[config.mk]
export PLATFORM = sky130hd
export DESIGN_NAME = halt_drain_ctrl_flat
export DESIGN_NICKNAME = d
export VERILOG_FILES = /design/src/rtl/halt_drain_ctrl_pkg.sv /design/src/rtl/halt_drain_ctrl_if.sv /design/src/rtl/halt_drain_ctrl_drain_timer.sv /design/src/rtl/halt_drain_ctrl.sv /design/src/flat_wrapper.sv
export SDC_FILE = /design/constraint.sdc
export NUM_CORES = 1
export LEC_CHECK = 0
export ABC_AREA = 1
export CAP_MARGIN = 20
export CELL_PAD_IN_SITES_DETAIL_PLACEMENT = 0
export CELL_PAD_IN_SITES_GLOBAL_PLACEMENT = 1
export CORE_MARGIN = 3
export CORE_UTILIZATION = 40
export DETAILED_ROUTE_END_ITERATION = 10
export PLACE_DENSITY_LB_ADDON = 0.1
export SLEW_MARGIN = 20
export SYNTH_ARGS = -nofsm -noshare
export SYNTH_HDL_FRONTEND = slang
export SYNTH_SLANG_ARGS = --single-unit
[constraint.sdc]
create_clock -name clk -period 2.2 [get_ports clk]
set_input_delay 0.44 -clock clk [delete_from_list [all_inputs] [get_ports clk]]
set_output_delay 0.44 -clock clk [all_outputs]
set_load 0.01 [all_outputs]
[src/rtl/halt_drain_ctrl_pkg.sv]
// Shared definitions for the halt/drain controller: state encodings and default sizing.
package halt_drain_ctrl_pkg;

  typedef enum logic [1:0] {
    ST_RUN     = 2'd0,
    ST_DRAIN   = 2'd1,
    ST_HALTED  = 2'd2,
    ST_TIMEOUT = 2'd3
  } halt_state_t;

  localparam int DEF_CNT_W     = 8;
  localparam int DEF_DRAIN_MAX = 64;
  localparam int TIMER_W       = 16;

endpackage

[src/rtl/halt_drain_ctrl_if.sv]
// Issue/retire/halt bundle between the pipeline (master) and the halt/drain controller (slave).
interface halt_drain_ctrl_if
  import halt_drain_ctrl_pkg::*;
#(
  parameter int CNT_W = DEF_CNT_W
);

  logic             issue_v;
  logic             issue_halt;
  logic             wb_v;
  logic             W_v;
  logic             stop_fetch;
  logic             isHalt;
  logic [CNT_W-1:0] inflight;
  logic             proto_err;
  logic             drain_err;

  modport master (
    output issue_v, issue_halt, wb_v,
    input  W_v, stop_fetch, isHalt, inflight, proto_err, drain_err
  );

  modport slave (
    input  issue_v, issue_halt, wb_v,
    output W_v, stop_fetch, isHalt, inflight, proto_err, drain_err
  );

endinterface

[src/rtl/halt_drain_ctrl_drain_timer.sv]
// Drain watchdog: 16-bit up counter that flags its terminal count at DRAIN_MAX-1.
module drain_timer
  import halt_drain_ctrl_pkg::*;
#(
  parameter int DRAIN_MAX = DEF_DRAIN_MAX
) (
  input  logic clk,
  input  logic reset,
  input  logic clear,
  input  logic enable,
  output logic tc
);

  logic [TIMER_W-1:0] count;

  always_ff @(posedge clk) begin
    if (reset || clear) begin
      count <= '0;
    end else if (enable) begin
      count <= count + 1'b1;
    end
  end

  assign tc = (count == TIMER_W'(DRAIN_MAX - 1));

endmodule

[src/rtl/halt_drain_ctrl.sv]
// Halt/drain controller: counts in-flight instructions, drains on halt, then raises isHalt.
// Define HALT_DRAIN_TRACE_EN for simulation-only trace messages on state changes and protocol errors.
module halt_drain_ctrl
  import halt_drain_ctrl_pkg::*;
#(
  parameter int CNT_W     = DEF_CNT_W,
  parameter int DRAIN_MAX = DEF_DRAIN_MAX
) (
  input logic              clk,
  input logic              reset,
  halt_drain_ctrl_if.slave bus
);

  localparam logic [CNT_W-1:0] CNT_MAX = {CNT_W{1'b1}};

  halt_state_t      state, state_next;
  logic [CNT_W-1:0] count, count_next;
  logic             counted_issue, halt_issue, drain_issue;
  logic             retire_ok, under_flow, over_flow, proto_evt, timer_tc;

  drain_timer #(.DRAIN_MAX(DRAIN_MAX)) u_timer (
    .clk    (clk),
    .reset  (reset),
    .clear  (state != ST_DRAIN),
    .enable (state == ST_DRAIN),
    .tc     (timer_tc)
  );

  // A retire is only accepted if something is actually in flight, or arrives this cycle.
  always_comb begin
    counted_issue = (state == ST_RUN) && bus.issue_v && !bus.issue_halt;
    halt_issue    = (state == ST_RUN) && bus.issue_v && bus.issue_halt;
    drain_issue   = (state == ST_DRAIN) && bus.issue_v;
    retire_ok     = bus.wb_v && ((count != '0) || counted_issue);
    under_flow    = bus.wb_v && !retire_ok;
    over_flow     = counted_issue && !bus.wb_v && (count == CNT_MAX);
    proto_evt     = under_flow || over_flow || drain_issue;

    count_next = count;
    if (counted_issue && !retire_ok && !over_flow) begin
      count_next = count + 1'b1;
    end else if (retire_ok && !counted_issue) begin
      count_next = count - 1'b1;
    end

    state_next = state;
    case (state)
      ST_RUN:   if (halt_issue) state_next = ST_DRAIN;
      ST_DRAIN: begin
        if (count_next == '0) begin
          state_next = ST_HALTED;
        end else if (timer_tc) begin
          state_next = ST_TIMEOUT;
        end
      end
      default:  state_next = state;
    endcase
  end

  always_ff @(posedge clk) begin
    if (reset) begin
      state          <= ST_RUN;
      count          <= '0;
      bus.W_v        <= 1'b0;
      bus.stop_fetch <= 1'b0;
      bus.isHalt     <= 1'b0;
      bus.proto_err  <= 1'b0;
      bus.drain_err  <= 1'b0;
    end else begin
      state          <= state_next;
      count          <= count_next;
      bus.W_v        <= retire_ok;
      bus.stop_fetch <= (state_next != ST_RUN);
      bus.isHalt     <= (state_next == ST_HALTED) || (state_next == ST_TIMEOUT);
      bus.proto_err  <= bus.proto_err || proto_evt;
      bus.drain_err  <= bus.drain_err || (state_next == ST_TIMEOUT);
    end
  end

  assign bus.inflight = count;

`ifdef HALT_DRAIN_TRACE_EN
  int unsigned trace_cycle;
  int unsigned trace_drain;

  always_ff @(posedge clk) begin
    if (reset) begin
      trace_cycle <= 0;
      trace_drain <= 0;
    end else begin
      trace_cycle <= trace_cycle + 1;
      trace_drain <= (state == ST_DRAIN) ? trace_drain + 1 : 0;
      if (state != ST_DRAIN && state_next == ST_DRAIN)
        $display("[halt_drain_ctrl] cycle %0d: enter DRAIN, inflight=%0d", trace_cycle, count_next);
      if (state != ST_HALTED && state_next == ST_HALTED)
        $display("[halt_drain_ctrl] cycle %0d: enter HALTED after %0d drain cycles", trace_cycle, trace_drain + 1);
      if (state != ST_TIMEOUT && state_next == ST_TIMEOUT)
        $display("[halt_drain_ctrl] cycle %0d: enter TIMEOUT", trace_cycle);
      if (proto_evt)
        $display("[halt_drain_ctrl] cycle %0d: protocol error (under=%0b over=%0b drain_issue=%0b)",
                 trace_cycle, under_flow, over_flow, drain_issue);
    end
  end
`endif

endmodule
[src/flat_wrapper.sv]
// flat-port wrapper written by rule: the top's interface ports become plain ports
module halt_drain_ctrl_flat import halt_drain_ctrl_pkg::*;
#(
  parameter int CNT_W     = DEF_CNT_W,
  parameter int DRAIN_MAX = DEF_DRAIN_MAX
)
  (clk, reset, bus_issue_v, bus_issue_halt, bus_wb_v, bus_W_v, bus_stop_fetch, bus_isHalt, bus_inflight, bus_proto_err, bus_drain_err);
  halt_drain_ctrl_if #(.CNT_W(CNT_W)) bus_i ();
  input logic clk;
  input logic reset;
  input wire logic [$bits(bus_i.issue_v)-1:0] bus_issue_v;
  input wire logic [$bits(bus_i.issue_halt)-1:0] bus_issue_halt;
  input wire logic [$bits(bus_i.wb_v)-1:0] bus_wb_v;
  output wire logic [$bits(bus_i.W_v)-1:0] bus_W_v;
  output wire logic [$bits(bus_i.stop_fetch)-1:0] bus_stop_fetch;
  output wire logic [$bits(bus_i.isHalt)-1:0] bus_isHalt;
  output wire logic [$bits(bus_i.inflight)-1:0] bus_inflight;
  output wire logic [$bits(bus_i.proto_err)-1:0] bus_proto_err;
  output wire logic [$bits(bus_i.drain_err)-1:0] bus_drain_err;
  assign bus_i.issue_v = bus_issue_v;
  assign bus_i.issue_halt = bus_issue_halt;
  assign bus_i.wb_v = bus_wb_v;
  assign bus_W_v = bus_i.W_v;
  assign bus_stop_fetch = bus_i.stop_fetch;
  assign bus_isHalt = bus_i.isHalt;
  assign bus_inflight = bus_i.inflight;
  assign bus_proto_err = bus_i.proto_err;
  assign bus_drain_err = bus_i.drain_err;
  halt_drain_ctrl #(.CNT_W(CNT_W), .DRAIN_MAX(DRAIN_MAX)) u_core (.clk(clk), .reset(reset), .bus(bus_i));
endmodule
Word level (Yosys, flattened, before mapping). Index checks and enable logic that the tools add are counted.

Register bits after elaboration: 31. Input port bits: 5.

Add/subtract/negate cells: 3. Eq/ne operators: 6. Mux-type cells: 6. Reduce and logical (&&, ||, !) cells: 27.

Operators with widths (number): adder 16 x 1 -> 16 bit, second input constant (1); == test 16 x 6 -> 1 bit, second input constant (1); 2-to-1 mux 8 bit (2); logical AND 1 bit (11); adder 8 x 1 -> 8 bit, second input constant (1); == test 8 bit, second input constant (1); zero test 8 bit (1); nonzero test 8 bit (1); subtractor 8 x 1 -> 8 bit, second input constant (1); logical OR 1 bit (7); 2-to-1 mux 2 bit (3); zero test 1 bit (5); == test 2 bit, second input constant (2); one-hot mux 2 bit (2 select lines) (1); == test 2 x 1 -> 1 bit, second input constant (1); zero test 2 bit (1); != test 2 x 1 -> 1 bit, second input constant (1); nonzero test 2 bit (1).

Depth between registers and ports, before layout.
Word-level depth: 14. Gate-level depth with buffers: 18. Depth with buffers taken out: 18.

Hierarchy. A second synthesis with hierarchy kept.

Cell total of the unflattened synthesis: 313. Area, all modules: 1951.9 um^2.

Modules (own cells, without submodules): halt_drain_ctrl (times used 1, cells each 181, area an instance 1107.3 um^2, sequential area each 280.3 um^2); drain_timer (times used 1, cells each 132, area an instance 844.6 um^2, sequential area each 320.3 um^2).

Worst setup path before layout. OpenSTA, ideal clock, no wires.

Path kind: register -> register. Start point: register u_core.count[0] (netlist: u_core.bus.inflight[0]). End point: register u_core.bus.stop_fetch. Library setup time: 0.128 ns. Arrival: 1.830 ns. Slack: 0.243 ns. Stages on the path, launching flop included: 18. Clock period less this slack: 1.957 ns. Cell sequence: dfxtp_1 > inv_1 > ha_1 > inv_1 > nor2_1 > nand2_4 > nand3_2 > buf_6 > nand2_1 > nand2_1 > a21oi_2 > nand2_1 > nor2_1 > nand3_1 > nand2_1 > nand2_1 > nor2_1 > nor2_1.

Longest elaborated chain between the ends: 11. Elaborated cells between the ends (all ways): 18. Those cells by class: add/sub: 2; eq/ne: 1; mux: 4; reduce/logical: 11.

RTL lines: from (decl) (RTL line halt_drain_ctrl.sv:17) `logic [CNT_W-1:0] count, count_next;`; from (signal assigned) (RTL line halt_drain_ctrl.sv:71) `count <= count_next;`; branches (longest 6 deep; another with subtractor 8 x 1 -> 8 bit); 2-to-1 mux 8 bit * (RTL line halt_drain_ctrl.sv:40) `if (counted_issue && !retire_ok && !over_flow) begin`; zero test 8 bit * (RTL line halt_drain_ctrl.sv:50) `if (count_next == '0) begin`; 2-to-1 mux 2 bit * (RTL line halt_drain_ctrl.sv:50); one-hot mux 2 bit (2 select lines) * (RTL line halt_drain_ctrl.sv:47) `case (state)`; nonzero test 2 bit * (RTL line halt_drain_ctrl.sv:73) `bus.stop_fetch <= (state_next != ST_RUN);`; to (signal assigned) (RTL line halt_drain_ctrl.sv:73); to (decl) (RTL line halt_drain_ctrl_if.sv:25) `output W_v, stop_fetch, isHalt, inflight, proto_err, drain_err`.

Mark *: on every way between the ends. A chain may end at the register's enable or synchronous reset.

Worst setup path in the final report.
Start point: input bus_issue_halt. End point: register u_core.bus.stop_fetch.

Longest elaborated chain between the ends: 12. Elaborated cells between the ends (all ways): 20. Those cells by class: mux: 5; reduce/logical: 15.

RTL lines: from (decl) (RTL line flat_wrapper.sv:12) `input wire logic [$bits(bus_i.issue_halt)-1:0] bus_issue_halt;`; zero test 1 bit (RTL line halt_drain_ctrl.sv:31) `counted_issue = (state == ST_RUN) && bus.issue_v && !bus.issue_halt;`; logical AND 1 bit (RTL line halt_drain_ctrl.sv:31); logical OR 1 bit (RTL line halt_drain_ctrl.sv:34) `retire_ok = bus.wb_v && ((count != '0) || counted_issue);`; logical AND 1 bit (RTL line halt_drain_ctrl.sv:34); zero test 1 bit (RTL line halt_drain_ctrl.sv:40); logical AND 1 bit (2 in a row) (RTL line halt_drain_ctrl.sv:40); 2-to-1 mux 8 bit (RTL line halt_drain_ctrl.sv:40); zero test 8 bit (RTL line halt_drain_ctrl.sv:50); 2-to-1 mux 2 bit (RTL line halt_drain_ctrl.sv:50); one-hot mux 2 bit (2 select lines) * (RTL line halt_drain_ctrl.sv:47); nonzero test 2 bit * (RTL line halt_drain_ctrl.sv:73).

Every way passes the cells marked *; elsewhere a longest branch is shown, timed or not.

==> impl_metrics.yaml <==
sta:
  slew_viol_final: 0
  whs_ns: 0.458
  maxSlewHeadroom_pct: 71.6
  rsz0062_at_grt: "true"
  worst_pin_slew_ns: 0.426
  clock_skew_ns: 0.00211
  period_minus_slack_ns: 2.08
  finalHoldViolCount: 0
  fin_crit_sh_pct: 94.6
  fmax_mhz: 480
  layout_setup_ws_ns: 0.118
  setup_viol: 0
synthesis:
  yosys-top-cells-area: "dfxtp_1, nand2_1, nor2_1"
  synth_top_area_cell: "dfxtp_1"
  yosysWarnings: 0
  syn_avg_cell_area_sq_um: 6.63
  async_flop_share_pct: 0
  ys.flop_type: "dfxtp_1"
  netlist_area_sq_mm: 0.00186
  ys_seq_area_share_pct: 33.4
  synth_edf_count: 0
  syn-instance-count: 280
  post_synth_num_cell_types: 32
  ys_seq_elements: 31
  synth_fp_nets: 289
  synth_top_cell_area_share_pct: 33.4
setup_path:
  crit_required_ns: 2.38
  start_kind: "input pin"
  cp-startpoint: "bus_issue_halt"
  worst_path_most_repeated_cell: "nor2_1"
  cpPeakStageDelay_ns: 0.43
  critical_path_arrival_ns: 2.26
  reg2reg_to: "u_core.bus.stop_fetch$_SDFF_PP0_"
  critPathMaxFanout: 8
  r2r_cells: 13
  crit_cells: 14
  path_cells: "clkdlybuf4s50_1 -> inv_2 -> nand4_4 -> nor2_4 -> o21ai_4 -> buf_6 -> a21oi_4 -> nand2_2 -> nor2_1 -> nand3_1 -> nand2_1 -> nand2_1 -> nor2_1 -> nor2_1"
  endpoint_kind: "flip-flop"
  path_class: "input pin to flip-flop"
  critPathSlowestCell: "clkdlybuf4s50_1"
  ff2ff_setup_slack_ns: 0.15
  crit_family: "simple AND/OR/NAND/NOR gates"
  critical_path_buf_inv_count: 3
  r2r_start: "u_core.bus.inflight[0]$_SDFF_PP0_"
hold_path:
  hold_depth: 2
  holdCritStartpoint: "u_core.bus.drain_err$_SDFF_PP0_"
  holdPathEnd: "u_core.bus.drain_err$_SDFF_PP0_"
  hold_class: "flip-flop to flip-flop"
routing:
  ant_nets: 0
  via_per_inst: 4.87
  drc_errors: 0
  via_count: 1881
  drt-initial-drc-count: 65
  wirelength_microns: 4720
  wl_per_cell_microns: 12.2
  dr.pass1.iters: 4
power:
  power_uw: 2480
  ir_worst_vdd_mv: 0.606
  power_density_mw_per_mm2: 981
  leakagePower_uw: 0.00110
clocking:
  clock-sinks: 31
  cts_tree: "yes"
  clock_path_buffers: 2
  clkTransAtPathRegs_ns: 0.07
  htreeDepth: 2
  cts_made_buffers: 5
  ctsRootBufferMaster: "clkbuf_8"
  clock_latency_ns: 0.28
  cts_hold_buf: 0
place:
  pre_cts_slack_ns: -0.248
  dpl_cell_area_sq_mm: 0.00225
  place_congestion: 0.844
  dp_hpwl_microns: 3460
  place_inst: 369
  portBuffers: 17
die:
  core_sq_mm: 0.00441
  die_w_microns: 74.1
  ios: 18
  start_util_pct: 42.1
  die_h_microns: 74.1
  fp-row-count: 24
  dieArea_sq_mm: 0.00550
run:
  drv_cap: 0
cells_and_area:
  syn2layout_area_growth_pct: 36.3
  stdcell_count: 386
  nNetsFinal: 342
  drive_gt1_share_pct: 24.9
  fillCellCount: 438
  diodes: 0
  fin_area_sq_mm: 0.00253
grt:
  grt_pass1_wl_microns: 7510
  first_global_vias: 1619
  grt_overflow: 0
  grt_max_degree: 16
  track_usage_pct: 17.7
  antenna_found_initial: 0
outcome:
  outcome: "complete, no violations"
[per-layer routing]
metal / vias up / track usage, % / share of wire, %
met3: 5 / 4.19 / 3.1
met2: 29 / 25.8 / 44
li1: 1004 / - / -
met4: 0 / 4.83 / 0.97
met5: - / 0 / 0
met1: 843 / 26.0 / 52
[layout by cell type (no fill, tap or decap), types with 3 or more instances in the layout]
cell type	n
xor2_1	6
clkdlybuf4s50_1	15
inv_2	5
or2_2	3
buf_6	3
dfxtp_1	28
ha_1	3
a21oi_2	3
nor2_2	5
nand4_1	9
nand3_1	15
clkbuf_8	7
nor2_1	38
nand2_2	8
a21oi_1	17
inv_1	32
nor3_1	6
nand2_1	65
o21ai_0	4
buf_4	31
[sequential cells by signal, indices dropped and copies added (netlist names)]
name	cells
u_core.u_timer.count	16
u_core.bus.inflight	8
u_core.state	2
u_core.bus.W_v	1
u_core.bus.drain_err	1
u_core.bus.isHalt	1
u_core.bus.proto_err	1
u_core.bus.stop_fetch	1
[report_power, final]
part           switching (uW)  internal, uW
registers                70.3           639
logic                     683           587
clock network             218           284
total                     972          1510
[area by class of cell]
cell class                 count  area [sq um]  area share [%]
clock buffer                   7          96.3            3.81
sequential                    31           627            24.8
inverter                      38           143            5.64
multi-input combinational    206          1150            45.5
tap                           52          65.1            2.57
timing repair buffer          51           442            17.4
clock inverter                 1          7.51           0.297
[metrics by stage]
step	utilization, %	setup TNS (ns)
global route	57.3	-0.0662
CTS	53.8	0
finish	57.3	0
global placement	50.9	-0.933
detailed placement	50.9	-0.807
floorplan	-	0
[cell families (layout without fill, tap and decap cells)]
group | count (synthesis) | after routing | share of synthesized area [%]
simple gates | 161 | 162 | 39.4
buf+inv | 44 | 97 | 9.77
xor+xnor | 8 | 8 | 3.77
flops | 31 | 31 | 33.4
compound gates | 32 | 32 | 11.0
fa+ha+maj | 4 | 4 | 2.70
[worst register-to-register path, stage by stage, from the launching register on]
cell and delay [ns]:
dfxtp_4 0.38, ha_2 0.22, nand4_4 0.16, o21ai_4 0.30, buf_4 0.17, nand3_2 0.05, nand2_2 0.10, nand3b_1 0.09
nor2_2 0.10, nand3_1 0.08, nand2_1 0.08, nand2_1 0.07, nor2_1 0.10, nor2_1 0.04
[worst max path at each step]
stage / slack (ns) / to
finish: 0.12 / u_core.bus.stop_fetch$_SDFF_PP0_
global route: -0.04 / u_core.bus.stop_fetch$_SDFF_PP0_
CTS: 0.003 / u_core.bus.stop_fetch$_SDFF_PP0_
detailed placement: -0.25 / u_core.bus.stop_fetch$_SDFF_PP0_
global placement: -0.27 / u_core.bus.stop_fetch$_SDFF_PP0_
floorplan: 0.24 / u_core.bus.stop_fetch$_SDFF_PP0_
[synthesized netlist by cell type, types with 4 or more instances]
master and count:
nand2_1 68, nor2_1 42, inv_1 35, dfxtp_1 31, a21oi_1 18, nand3_1 15, nand4_1 9, nor3_1 8
xor2_1 6, nand2_2 5, ha_1 4, o21ai_0 4
[what timing repair did]
action | in CTS | in global routing
setup buffers | 2 | 6
hold endpoints to repair | 0 | 0
resized for setup | 1 | 29
cloned | 0 | 1
endpoints found under the setup margin | 2 | 7
pin swaps | 1 | 9
(Power assumes the default switching activity.)
